<file path="src/rtl/id_ex_ctrl_stage.sv">
// id_ex_ctrl_stage
//
// Registered ID/EX control-bundle stage with hazard-driven bubble insertion.
// It sits between the main control decoder and the EX stage. A single hazard
// request with a length inserts that many consecutive bubbles. While the
// bubbles are being inserted, stall_o holds the PC and IF/ID. A branch flush
// squashes the bundle and aborts any bubble sequence in progress.
//
// Handshake: valid_o qualifies the registered bundle, which has one cycle of
// latency. stall_o is combinational. While it is high, the upstream stages
// must hold their current instruction. That instruction is sampled again on
// the edge after the last stall cycle.
//
// Optional feature: define CTRL_PERF_CNT_EN to add bubble_cnt_o. This is a
// saturating count of the hazard bubbles that were registered. Flush bubbles
// are not counted.

module id_ex_ctrl_stage #(
  parameter int WB_W  = 2,
  parameter int M_W   = 2,
  parameter int EX_W  = 4,
  parameter int CNT_W = 3
) (
  input  logic             clk_i,
  input  logic             rst_i,
  input  logic [WB_W-1:0]  wb_i,
  input  logic [M_W-1:0]   m_i,
  input  logic [EX_W-1:0]  ex_i,
  input  logic             valid_i,
  input  logic             hazard_i,
  input  logic [CNT_W-1:0] hazard_len_i,
  input  logic             flush_i,
  output logic [WB_W-1:0]  WB_o,
  output logic [M_W-1:0]   M_o,
  output logic [EX_W-1:0]  EX_o,
  output logic             valid_o,
  output logic             stall_o
`ifdef CTRL_PERF_CNT_EN
  ,
  output logic [31:0]      bubble_cnt_o
`endif
);

  localparam logic [0:0] RUN    = 1'b0;
  localparam logic [0:0] BUBBLE = 1'b1;

  logic [0:0]       state, state_nxt;
  logic [CNT_W-1:0] cnt, cnt_nxt;
  logic [CNT_W-1:0] len;
  logic [WB_W-1:0]  wb_nxt;
  logic [M_W-1:0]   m_nxt;
  logic [EX_W-1:0]  ex_nxt;
  logic             valid_nxt;
  logic             hazard_bubble;

  // A requested length of zero still costs one bubble.
  always_comb begin
    len = (hazard_len_i == '0) ? CNT_W'(1) : hazard_len_i;
  end

  // Next-state and next-bundle selection. The default is a bubble.
  always_comb begin
    state_nxt     = state;
    cnt_nxt       = cnt;
    wb_nxt        = '0;
    m_nxt         = '0;
    ex_nxt        = '0;
    valid_nxt     = 1'b0;
    hazard_bubble = 1'b0;
    case (state)
      RUN: begin
        if (flush_i) begin
          state_nxt = RUN;
        end else if (hazard_i && valid_i) begin
          // The first bubble is this cycle; cnt keeps the remainder.
          hazard_bubble = 1'b1;
          cnt_nxt       = len - CNT_W'(1);
          state_nxt     = (len > CNT_W'(1)) ? BUBBLE : RUN;
        end else if (valid_i) begin
          wb_nxt    = wb_i;
          m_nxt     = m_i;
          ex_nxt    = ex_i;
          valid_nxt = 1'b1;
        end
      end
      BUBBLE: begin
        if (flush_i) begin
          cnt_nxt   = '0;
          state_nxt = RUN;
        end else begin
          hazard_bubble = 1'b1;
          // cnt==0 cannot happen here, but leaving on it too means the
          // counter can never wrap around to the maximum.
          if (cnt <= CNT_W'(1)) begin
            cnt_nxt   = '0;
            state_nxt = RUN;
          end else begin
            cnt_nxt = cnt - CNT_W'(1);
          end
        end
      end
      default: begin
        cnt_nxt   = '0;
        state_nxt = RUN;
      end
    endcase
  end

  // State, remaining-bubble counter and the registered control bundle.
  always_ff @(posedge clk_i or posedge rst_i) begin
    if (rst_i) begin
      state   <= RUN;
      cnt     <= '0;
      WB_o    <= '0;
      M_o     <= '0;
      EX_o    <= '0;
      valid_o <= 1'b0;
    end else begin
      state   <= state_nxt;
      cnt     <= cnt_nxt;
      WB_o    <= wb_nxt;
      M_o     <= m_nxt;
      EX_o    <= ex_nxt;
      valid_o <= valid_nxt;
    end
  end

  // Stall upstream during every hazard bubble. A flush wins, and so does reset.
  always_comb begin
    stall_o = !rst_i && !flush_i &&
              (((state == RUN) && hazard_i && valid_i) || (state == BUBBLE));
  end

`ifdef CTRL_PERF_CNT_EN
  // Saturating count of the hazard bubbles that were registered.
  always_ff @(posedge clk_i or posedge rst_i) begin
    if (rst_i) begin
      bubble_cnt_o <= '0;
    end else if (hazard_bubble && (bubble_cnt_o != 32'hFFFF_FFFF)) begin
      bubble_cnt_o <= bubble_cnt_o + 32'd1;
    end
  end
`else
  logic unused_hazard_bubble;
  // hazard_bubble only feeds the optional counter.
  always_comb begin
    unused_hazard_bubble = hazard_bubble;
  end
`endif

endmodule

</file>
<file path="config.mk">
export PLATFORM = sky130hd
export DESIGN_NAME = id_ex_ctrl_stage
export DESIGN_NICKNAME = d
export VERILOG_FILES = /design/src/rtl/id_ex_ctrl_stage.sv
export SDC_FILE = /design/constraint.sdc
export NUM_CORES = 1
export LEC_CHECK = 0
export ABC_AREA = 1
export BUFFER_PORTS_ARGS = -buffer_cell sky130_fd_sc_hd__buf_2
export CORE_MARGIN = 2
export CORE_UTILIZATION = 44
export CTS_BUF_LIST = sky130_fd_sc_hd__clkbuf_4 sky130_fd_sc_hd__clkbuf_8 sky130_fd_sc_hd__clkbuf_16
export CTS_CLUSTER_SIZE = 40
export DETAILED_ROUTE_END_ITERATION = 8
export GPL_TIMING_DRIVEN = 0
export PLACE_DENSITY_LB_ADDON = 0.25
export SLEW_MARGIN = 20
export SYNTH_ARGS = -nofsm -noshare
export SYNTH_HDL_FRONTEND = slang
export SYNTH_SLANG_ARGS = --single-unit
</file>
<file path="constraint.sdc">
create_clock -name clk_i -period 1.4 [get_ports clk_i]
set_input_delay 0.21 -clock clk_i [delete_from_list [all_inputs] [get_ports clk_i]]
set_output_delay 0.21 -clock clk_i [all_outputs]
set_load 0.1 [all_outputs]
</file>
# Word-level counts from Yosys, hierarchy flattened
# Cells that the tools add are included.
# totals
regBits	13
latchBits	0
mem_bits_rw	0
mem_bits_ro	0
inputBits	16
output_inout_bits	10
elab_cells	51
mem_count	0
# op_classes
addsub	2
n_mul	0
div_mod_pow	0
n_lt_le_gt_ge	2
n_eq_ne	2
n_shift	0
muxes	28
n_bitwise	1
reduce_logical	10
# ops
cell	n
2-bit 2-to-1 mux	8
4-bit 2-to-1 mux	4
3-bit 2-to-1 mux	5
1-bit 2-to-1 mux	9
3-bit one-hot mux with 2 select lines	1
3-bit by 1-bit subtractor with 3-bit output (second input constant)	2
1-bit logical AND	5
2-bit inequality test (second input constant)	2
3-bit by 1-bit greater-than comparator with 1-bit output (second input constant)	1
3-bit by 1-bit less-or-equal comparator with 1-bit output (second input constant)	1
3-bit zero test	1
1-bit zero test	2
1-bit one-hot mux with 2 select lines	1
2-bit AND reduction	1
1-bit logical OR	1
1-bit NOT	1

# Logic depth before layout (Yosys ltp)
# Gate-level depths: netlist of the first run.
# depth
ltp_word	7
mapped_depth	7
depth_no_buf	7

# Worst setup path after synthesis of the first run
# Ideal clock, no wire load.
# synth_path
kind	input to output
start	input rst_i
end	output stall_o
arrival_time_ns	1.204
required_time_ns	1.190
setup_slack_ns	-0.014
stages	3
n_path_buf	0
path_cell_list	inv_1 -> nand2_1 -> inv_1
# synth_via
elab_chain_cells	3
# synth_lines
element	line_no	source
start, declared	25	input logic rst_i,
1-bit zero test	130	stall_o = !rst_i && !flush_i &&
1-bit logical AND (2 in a row)	130	
end, declared	37	output logic stall_o
# No other way between the ends.

# Final worst setup path of the first run
# layout_path
start	register state
end	output stall_o
# layout_via
elab_chain_cells	5
# layout_lines
element	line_no	source
start, declared	47	logic [0:0] state, state_nxt;
start signal, assigned	119	state <= state_nxt;
1-bit NOT	-	
1-bit logical AND (2 in a row)	131	(((state == RUN) && hazard_i && valid_i) || (state == BUBBLE));
1-bit logical OR (*)	131	
1-bit logical AND (*)	130	
# Mark *: on every way between the ends. The rest lies on a longest branch, timed or not.

==> impl_metrics.json, run 1 <==
{
  "wirelength_mm": 1.098,
  "dr_total_vias": 522,
  "grt_max_degree": 14,
  "area_growth_pct": 37.61,
  "max-cap-violations": 0,
  "cp_max_fo": 3,
  "finalSetupViolations": 0,
  "num_io_pins": 26,
  "numPortBuffers": 25,
  "antenna_found_initial": 0,
  "status": "finished, final reports clean",
  "synthCells": 74,
  "clock_sinks": 13,
  "slew_headroom_pct": 63.23,
  "min_period_ns": 1.341,
  "fin_cells": 121,
  "worstMarginPinSlew_ns": 0.5498,
  "layout-drive-gt1-share_pct": 37.74,
  "syn_avg_cell_area_um2": 8.048,
  "criticalPathCategory": "reg -> out",
  "die_h_um": 40.79,
  "arrival_ns": 1.13,
  "ys_ff_latch": 13,
  "gp_congestion": 0.6629,
  "hold_violations": 0,
  "hpwlAfterDp_um": 853.6,
  "hold_path_class": "in -> reg",
  "fin_util_pct": 63.78,
  "cts_max_level": 1,
  "yosys_warnings": 0,
  "slew_viol_final": 0,
  "cts_made_buffers": 3,
  "powerDensity_nw_per_um2": 1088,
  "drtIter0Drc": 10,
  "synth_nets": 91,
  "yosysUniqueCellTypes": 14,
  "required_ns": 1.19,
  "worstPathCellList": "nand2_2 > nand2_1 > nand2_2 > clkinvlp_4 > buf_12",
  "dpl.cell_count": 114,
  "insertion_delay_ns": 0.26,
  "cp_slowest_stage_delay_ns": 0.39,
  "endpoint_kind": "primary output",
  "cts_root_buf": "clkbuf_4",
  "crit_family": "flip-flops",
  "drc": 0,
  "path_buf_inv": 2,
  "fin_nets": 124,
  "grt_pass1_wl_mm": 1.642,
  "clk_pin_slew_ns": 0.07,
  "start_util_pct": 46.35,
  "wl_per_cell_um": 9.074,
  "fillCellCount": 120,
  "grt_usage_pct": 15.63,
  "die-area_um2": 1664,
  "dieWidth_um": 40.79,
  "grt_pass1_vias": 452,
  "yosysSeqAreaShare_pct": 54.62,
  "fmax_mhz": 745.9,
  "ant_nets": 0,
  "fin_worst_skew_ns": 0.004154,
  "rows": 13,
  "p_leak_uw": 0.0005176,
  "cts_tree": "done",
  "rsz0062_at_grt": "true",
  "cp_slowest_cell": "dfrtp_1",
  "critPathMostFrequentCell": "nand2_2",
  "drtPass1Iterations": 4,
  "ir_worst_vdd_mv": 0.6965,
  "vias_per_cell": 4.314,
  "overflow": 0,
  "netlist_area_um2": 595.6,
  "critPathLaunchType": "register",
  "core_um2": 1285,
  "clk_path_buf_depth": 2,
  "post-route-period-util_pct": 95.76,
  "diodes": 0
}
placed cells by master, fill, tap and decap left out:
cell type,synthesis,final
buf_12,0,1
buf_2,0,24
buf_4,0,2
clkbuf_4,0,4
clkinvlp_4,0,2
dfrtp_1,13,13
dlygate4sd3_1,0,1
ha_1,1,1
inv_1,18,16
inv_2,1,1
nand2_1,20,19
nand2_2,2,3
nand3_1,3,3
nand3_2,1,1
nor2_1,9,9
nor2_2,2,2
o211ai_1,1,1
o21ai_0,1,1
o22ai_1,1,1
xor2_1,1,1
registers in the layout (all words and copies together), names as in the netlist:
signal and flops:
EX_o 4, M_o 2, WB_o 2, cnt 3, state 1, valid_o 1
per-stage QoR:
stage / setup WS [ns] / hold WS [ns] / cell area (µm²) / TNS [ns] / power, µW
after detailed placement: -0.1922 / 0.2587 / 743.2 / -0.1922 / 653.0
after global placement: -0.1679 / 0.2485 / 743.2 / -0.1679 / 644.0
after global routing: -0.01232 / 0.1427 / 819.5 / -0.01232 / 947.2
after floorplan: 0.1597 / 0.09515 / 599.3 / 0 / 597.1
final: 0.05933 / 0.1426 / 819.5 / 0 / 891.3
after CTS: 0.01737 / 0.1344 / 804.5 / 0 / 900.0
worst paths after layout:
| check | depth (start not counted) | slack, ns | to | startpoint |
|---|---|---|---|---|
| min in group asynchronous | 3 | 0.56 | cnt[2] | rst_i |
| min | 3 | 0.14 | EX_o[0] | ex_i[0] |
| min reg2reg | 2 | 0.48 | cnt[0] | cnt[0] |
| max in group asynchronous | 3 | 0.48 | state | rst_i |
| max reg2reg | 7 | 0.33 | cnt[2] | cnt[1] |
| max | 5 | 0.06 | stall_o | state |
worst min-delay path: cells and delay by family:
family,cells,cell delay [ns]
buf+inv,2,0.13
simple gates,1,0.03
synthesized netlist by cell type, drive strengths merged:
cell type	n	share of area, %
dfrtp	13	55
xor2	1	1.5
o21ai	1	0.84
o211ai	1	1.3
o22ai	1	1.1
nor2	11	7.8
nand2	22	15
inv	19	12
nand3	4	4.2
ha	1	2.1
layer usage:
layer	global-route usage (%)	share of wire, %
met5	0	0
met4	12.50	1.0
met3	2.174	4.8
met2	28.52	51
met1	15.38	43
power by group:
group	total, µW	internal (µW)	switching [µW]	leakage (µW)
logic	231	77.6	153	0.000324
clock network	236	129	106	0.0000184
registers	425	404	20.4	0.000175
timing repair:
| item | CTS | global route |
|---|---|---|
| cloned | 0 | 0 |
| pin swaps | 0 | 2 |
| hold buffers | 1 | 0 |
| hold endpoints to repair | 13 | 0 |
| endpoints found under the setup margin | 1 | 1 |
| resized for setup | 4 | 2 |
| buffers inserted | 1 | 1 |
cell type report:
cell class              instances  area [µm²]  share of cell area [%]
clock buffers                   4       30.03                   3.664
inverters                      19       78.83                   9.618
multi-input cells              42       201.4                   24.58
flip-flops and latches         13       325.3                   39.69
well taps                      15       18.77                   2.290
repair buffers                 28       165.2                   20.15
cell families after synthesis:
family	count (synthesis)	share of synthesized area (%)
simple gates	37	26.68
buf+inv	19	11.97
flops	13	54.62
compound gates	3	3.152
xor+xnor	1	1.471
fa+ha+maj	1	2.101
Note: power is estimated with default switching activity, not from simulation.
==> run 2: changes to the inputs <==
--- a/config.mk
+++ b/config.mk
@@ -12,8 +12,8 @@
 export CTS_BUF_LIST = sky130_fd_sc_hd__clkbuf_4 sky130_fd_sc_hd__clkbuf_8 sky130_fd_sc_hd__clkbuf_16
 export CTS_CLUSTER_SIZE = 40
 export DETAILED_ROUTE_END_ITERATION = 8
-export GPL_TIMING_DRIVEN = 0
 export PLACE_DENSITY_LB_ADDON = 0.25
+export RECOVER_POWER = 50
 export SLEW_MARGIN = 20
 export SYNTH_ARGS = -nofsm -noshare
 export SYNTH_HDL_FRONTEND = slang
==> impl_metrics.json, run 2 (synthesis gave the netlist of run 1 again) <==
{
  "status": "finished, final reports clean",
  "stdcell_area_um2": 812.0,
  "worstMarginPinSlew_ns": 0.6498,
  "netSwitchingFraction_pct": 31.23,
  "antenna_found_initial": 0,
  "seqPwrFrac_pct": 47.8,
  "cp_max_fo": 2,
  "internal-power_uw": 609.9,
  "start_util_pct": 46.35,
  "num_io_pins": 26,
  "powerDensity_nw_per_um2": 1092,
  "endpoint_kind": "primary output",
  "cp_slowest_stage_delay_ns": 0.39,
  "wirelength_mm": 1.051,
  "cts_root_buf": "clkbuf_4",
  "slew_viol_final": 0,
  "hold_path_class": "in -> reg",
  "ir_worst_vdd_mv": 0.6822,
  "p_leak_uw": 0.0005229,
  "grt_pass1_vias": 434,
  "fin_nets": 125,
  "insertion_delay_ns": 0.26,
  "post-route-period-util_pct": 94.51,
  "hpwlAfterDp_um": 884.1,
  "required_ns": 1.19,
  "rows": 13,
  "cp_slowest_cell": "dfrtp_1",
  "critPathMostFrequentCell": "nand2_2",
  "clock_sinks": 13,
  "p_sw_uw": 277.0,
  "drtPass1Iterations": 4,
  "clk_path_buf_depth": 2,
  "grt_max_degree": 14,
  "die-area_um2": 1664,
  "diodes": 0,
  "drtIter0Drc": 3,
  "final.setup.tns_ns": 0,
  "area_growth_pct": 36.34,
  "clk_pin_slew_ns": 0.07,
  "arrival_ns": 1.11,
  "dr_total_vias": 518,
  "slew_headroom_pct": 56.68,
  "hold_violations": 0,
  "min_period_ns": 1.323,
  "criticalPathCategory": "reg -> out",
  "wl_per_cell_um": 8.615,
  "top_register": "EX_o",
  "fmax_mhz": 755.8,
  "largest_reg_flops": 4,
  "most-common-layout-cells": "buf_2, nand2_1, inv_1",
  "ant_nets": 0,
  "cts_tree": "done",
  "hold_slack_ns": 0.1464,
  "drc": 0,
  "path_buf_inv": 2,
  "die_h_um": 40.79,
  "cts_made_buffers": 3,
  "vias_per_cell": 4.246,
  "numPortBuffers": 25,
  "gp_congestion": 0.6614,
  "largestRegisters": "EX_o: 4 flops, cnt: 3 flops",
  "grt_usage_pct": 15.15,
  "placed_cell_area_um2": 765.7,
  "final_common_cell": "buf_2",
  "fin_worst_skew_ns": 0.003244,
  "crit_family": "flip-flops",
  "core_um2": 1285,
  "max-cap-violations": 0,
  "pwr-share-clk_pct": 26.3,
  "finalSetupViolations": 0,
  "dieWidth_um": 40.79,
  "layout-drive-gt1-share_pct": 34.58,
  "overflow": 0,
  "combPwrFrac_pct": 25.8,
  "worstPathCellList": "nand2_2 > nand2_1 > nand2_2 > clkinvlp_4 > buf_12",
  "rsz0062_at_grt": "false",
  "grt_pass1_wl_mm": 1.621,
  "cts_max_level": 1,
  "critPathLaunchType": "register"
}
==> run 2: power groups by stage <==
stage	Combinational [µW]	Sequential, µW	Clock [µW]
3_3_place_gp	220	431	0
4_1_cts	235	424	242
6_report	229	424	233
5_1_grt	258	427	250
2_1_floorplan	115	482	0
3_5_place_dp	229	432	0
==> run 2: repair_timing <==
item,CTS,global route
hold buffers,1,0
hold endpoints to repair,13,0
resized for setup,1,0
setup buffers,1,1
pin swaps,0,1
endpoints found under the setup margin,1,1
==> run 2: final timing paths <==
| check | from | slack (ns) | cells past startpoint | endpoint |
|---|---|---|---|---|
| setup / recovery | state | 0.08 | 5 | stall_o |
| hold / removal | ex_i[3] | 0.15 | 3 | EX_o[3] |
| setup reg to reg | state | 0.27 | 4 | EX_o[1] |
| hold reg to reg | cnt[0] | 0.50 | 2 | cnt[0] |
| max in group asynchronous | rst_i | 0.32 | 4 | cnt[1] |
| min in group asynchronous | rst_i | 0.66 | 4 | cnt[2] |
==> run 2: worst reg2reg max path, cell delays in order (launching register included) <==
cell      delay [ns]
dfrtp_1         0.39
clkbuf_4        0.14
nor2_1          0.10
nand3_1         0.26
nor2_1          0.18
==> run 2: cell type report <==
type | count | area (µm²)
fill | 119 | 473.0
sequential | 13 | 325.3
timing repair buffer | 29 | 168.9
tap | 15 | 18.77
clock buffer | 4 | 30.03
multi-input combinational | 42 | 193.9
inverter | 19 | 75.07
==> run 2: routing by layer <==
| metal | GRT usage (%) | part of all wire (%) |
|---|---|---|
| met1 | 17.77 | 42 |
| met5 | 0 | 0 |
| met4 | 7.500 | 0.57 |
| met3 | 1.630 | 4.3 |
| met2 | 26.95 | 53 |
==> run 2: per-stage QoR <==
stage / setup WS, ns / total power, µW / std cells / util, %
2_1_floorplan: 0.1597 / 597.1 / 74 / -
3_5_place_dp: 0.2490 / 660.7 / 115 / 59.59
5_1_grt: 0.02170 / 936.1 / 122 / 63.19
4_1_cts: 0.01108 / 901.1 / 121 / 63.49
3_3_place_gp: 0.2987 / 651.5 / 115 / 59.59
6_report: 0.07691 / 886.9 / 122 / 63.19
==> run 3: changes to the inputs <==
==> constraint.sdc (replaced) <==
create_clock -name clk_i -period 1.4 [get_ports clk_i]
set_input_delay 0.21 -clock clk_i [delete_from_list [all_inputs] [get_ports clk_i]]
set_output_delay 0.21 -clock clk_i [all_outputs]
set_load 0.05 [all_outputs]
==> impl_metrics.json, run 3 (synthesis gave the netlist of run 1 again) <==
{
  "clk_pin_slew_ns": 0.08,
  "cts_root_buf": "clkbuf_4",
  "max-cap-violations": 0,
  "ant_nets": 0,
  "largest_reg_flops": 4,
  "worst_slack_ns": 0.09612,
  "post-route-period-util_pct": 93.13,
  "most-common-layout-cells": "buf_2, nand2_1, inv_1",
  "status": "finished, final reports clean",
  "wirelength_mm": 1.045,
  "endpoint_kind": "primary output",
  "die-area_um2": 1664,
  "gp_congestion": 0.6983,
  "die_h_um": 40.79,
  "r2r-start": "cnt[0]",
  "multi_input_area_um2": 191.4,
  "diodes": 0,
  "hpwlAfterDp_um": 842.2,
  "min_period_ns": 1.304,
  "pre_cts_ws_ns": 0.2767,
  "start_util_pct": 46.35,
  "cts_made_buffers": 3,
  "regArea_um2": 325.3,
  "clock_sinks": 13,
  "fin_cells": 120,
  "startpoint": "state",
  "hold_start": "wb_i[1]",
  "drc": 0,
  "reg2reg_slack_ns": 0.31,
  "finalSetupViolations": 0,
  "r2r-end": "cnt[2]",
  "overflow": 0,
  "final_common_cell": "buf_2",
  "grt_max_degree": 14,
  "top_register": "EX_o",
  "slew_headroom_pct": 56.20,
  "grt_pass1_vias": 379,
  "cp-endpoint": "stall_o",
  "p_leak_uw": 0.0005185,
  "wl_met2_um": 510,
  "reg2reg_depth": 7,
  "core_um2": 1285,
  "hold_violations": 0,
  "fillCellCount": 123,
  "fin_util_pct": 60.56,
  "criticalPathCategory": "reg -> out",
  "dpl.cell_count": 115,
  "ir_worst_vdd_mv": 0.6454,
  "wl_per_cell_um": 8.708,
  "slew_viol_final": 0,
  "arrival_ns": 1.09,
  "fin_worst_skew_ns": 0.007712,
  "powerDensity_nw_per_um2": 1089,
  "final.setup.tns_ns": 0,
  "dr_total_vias": 499,
  "grt_usage_pct": 14.02,
  "num_io_pins": 26,
  "wl_met3_um": 40,
  "drt-met1-wl_um": 481,
  "largestRegisters": "EX_o: 4 flops, cnt: 3 flops",
  "clk_path_buf_depth": 2,
  "vias_per_cell": 4.158,
  "hold_path_class": "in -> reg",
  "top_layer": "met4",
  "layout-drive-gt1-share_pct": 31.43,
  "cts_tree": "done",
  "rows": 13,
  "numPortBuffers": 25,
  "cp_max_fo": 3,
  "dieWidth_um": 40.79,
  "critPathLaunchType": "register",
  "fin_nets": 123,
  "grt_pass1_wl_mm": 1.414,
  "required_ns": 1.19,
  "cts_max_level": 1,
  "fmax_mhz": 766.9,
  "area_growth_pct": 30.67,
  "insertion_delay_ns": 0.27,
  "post_cts_buffers": 0,
  "drtIter0Drc": 9,
  "worstMarginPinSlew_ns": 0.6570,
  "rsz0062_at_grt": "false",
  "drtPass1Iterations": 4,
  "antenna_found_initial": 0
}
==> run 3: cell types whose count changed in the layout (fill, tap and decap cells not counted), sizes merged <==
cell,previous run,this run
buf,26,24
clkinvlp,1,0
inv,18,19
==> run 3: critical path: stages, from the launching register on <==
cell and delay (ns):
dfrtp_1 0.40, nand2_2 0.10, nand2_1 0.05, nand2_1 0.05, inv_1 0.03, clkbuf_4 0.20
==> run 3: layout make-up <==
class	count	area share (%)
sequential	13	41.80
multi-input combinational	42	24.60
timing repair buffer	27	18.17
inverter	19	9.164
clock buffer	4	3.859
tap	15	2.412
==> run 3: power breakdown <==
group	internal (µW)	total, µW	switching, µW
Clock	129	239	110
Combinational	68.3	186	117
Sequential	404	423	18.3
Total	602	848	245
==> run 3: layer usage <==
layer / vias to the layer above / global-route usage (%)
met4: 0 / 12.50
met2: 11 / 23.05
met1: 209 / 14.69
met5: - / 0
met3: 2 / 3.261
li1: 277 / -
==> run 3: worst min path at each step <==
stage          cells past startpoint       to
3_5_place_dp                       3   cnt[1]
6_report                           3  WB_o[1]
4_1_cts                            3  EX_o[0]
5_1_grt                            3   M_o[0]
2_1_floorplan                      1  EX_o[0]
3_3_place_gp                       3  valid_o
==> run 3: stage by stage <==
stage	power, µW	hold WS [ns]	area (µm²)
after floorplan	563.9	0.09515	595.6
after global placement	614.2	0.2631	747.0
after detailed placement	621.9	0.2614	747.0
after CTS	866.5	0.1339	787.0
after global routing	907.0	0.1246	778.2
final	847.7	0.1417	778.2
==> run 3: what timing repair did <==
item,4_1_cts,5_1_grt
hold endpoints to repair,13,0
resized for setup,0,1
endpoints found under the setup margin,0,1
hold buffers,1,0
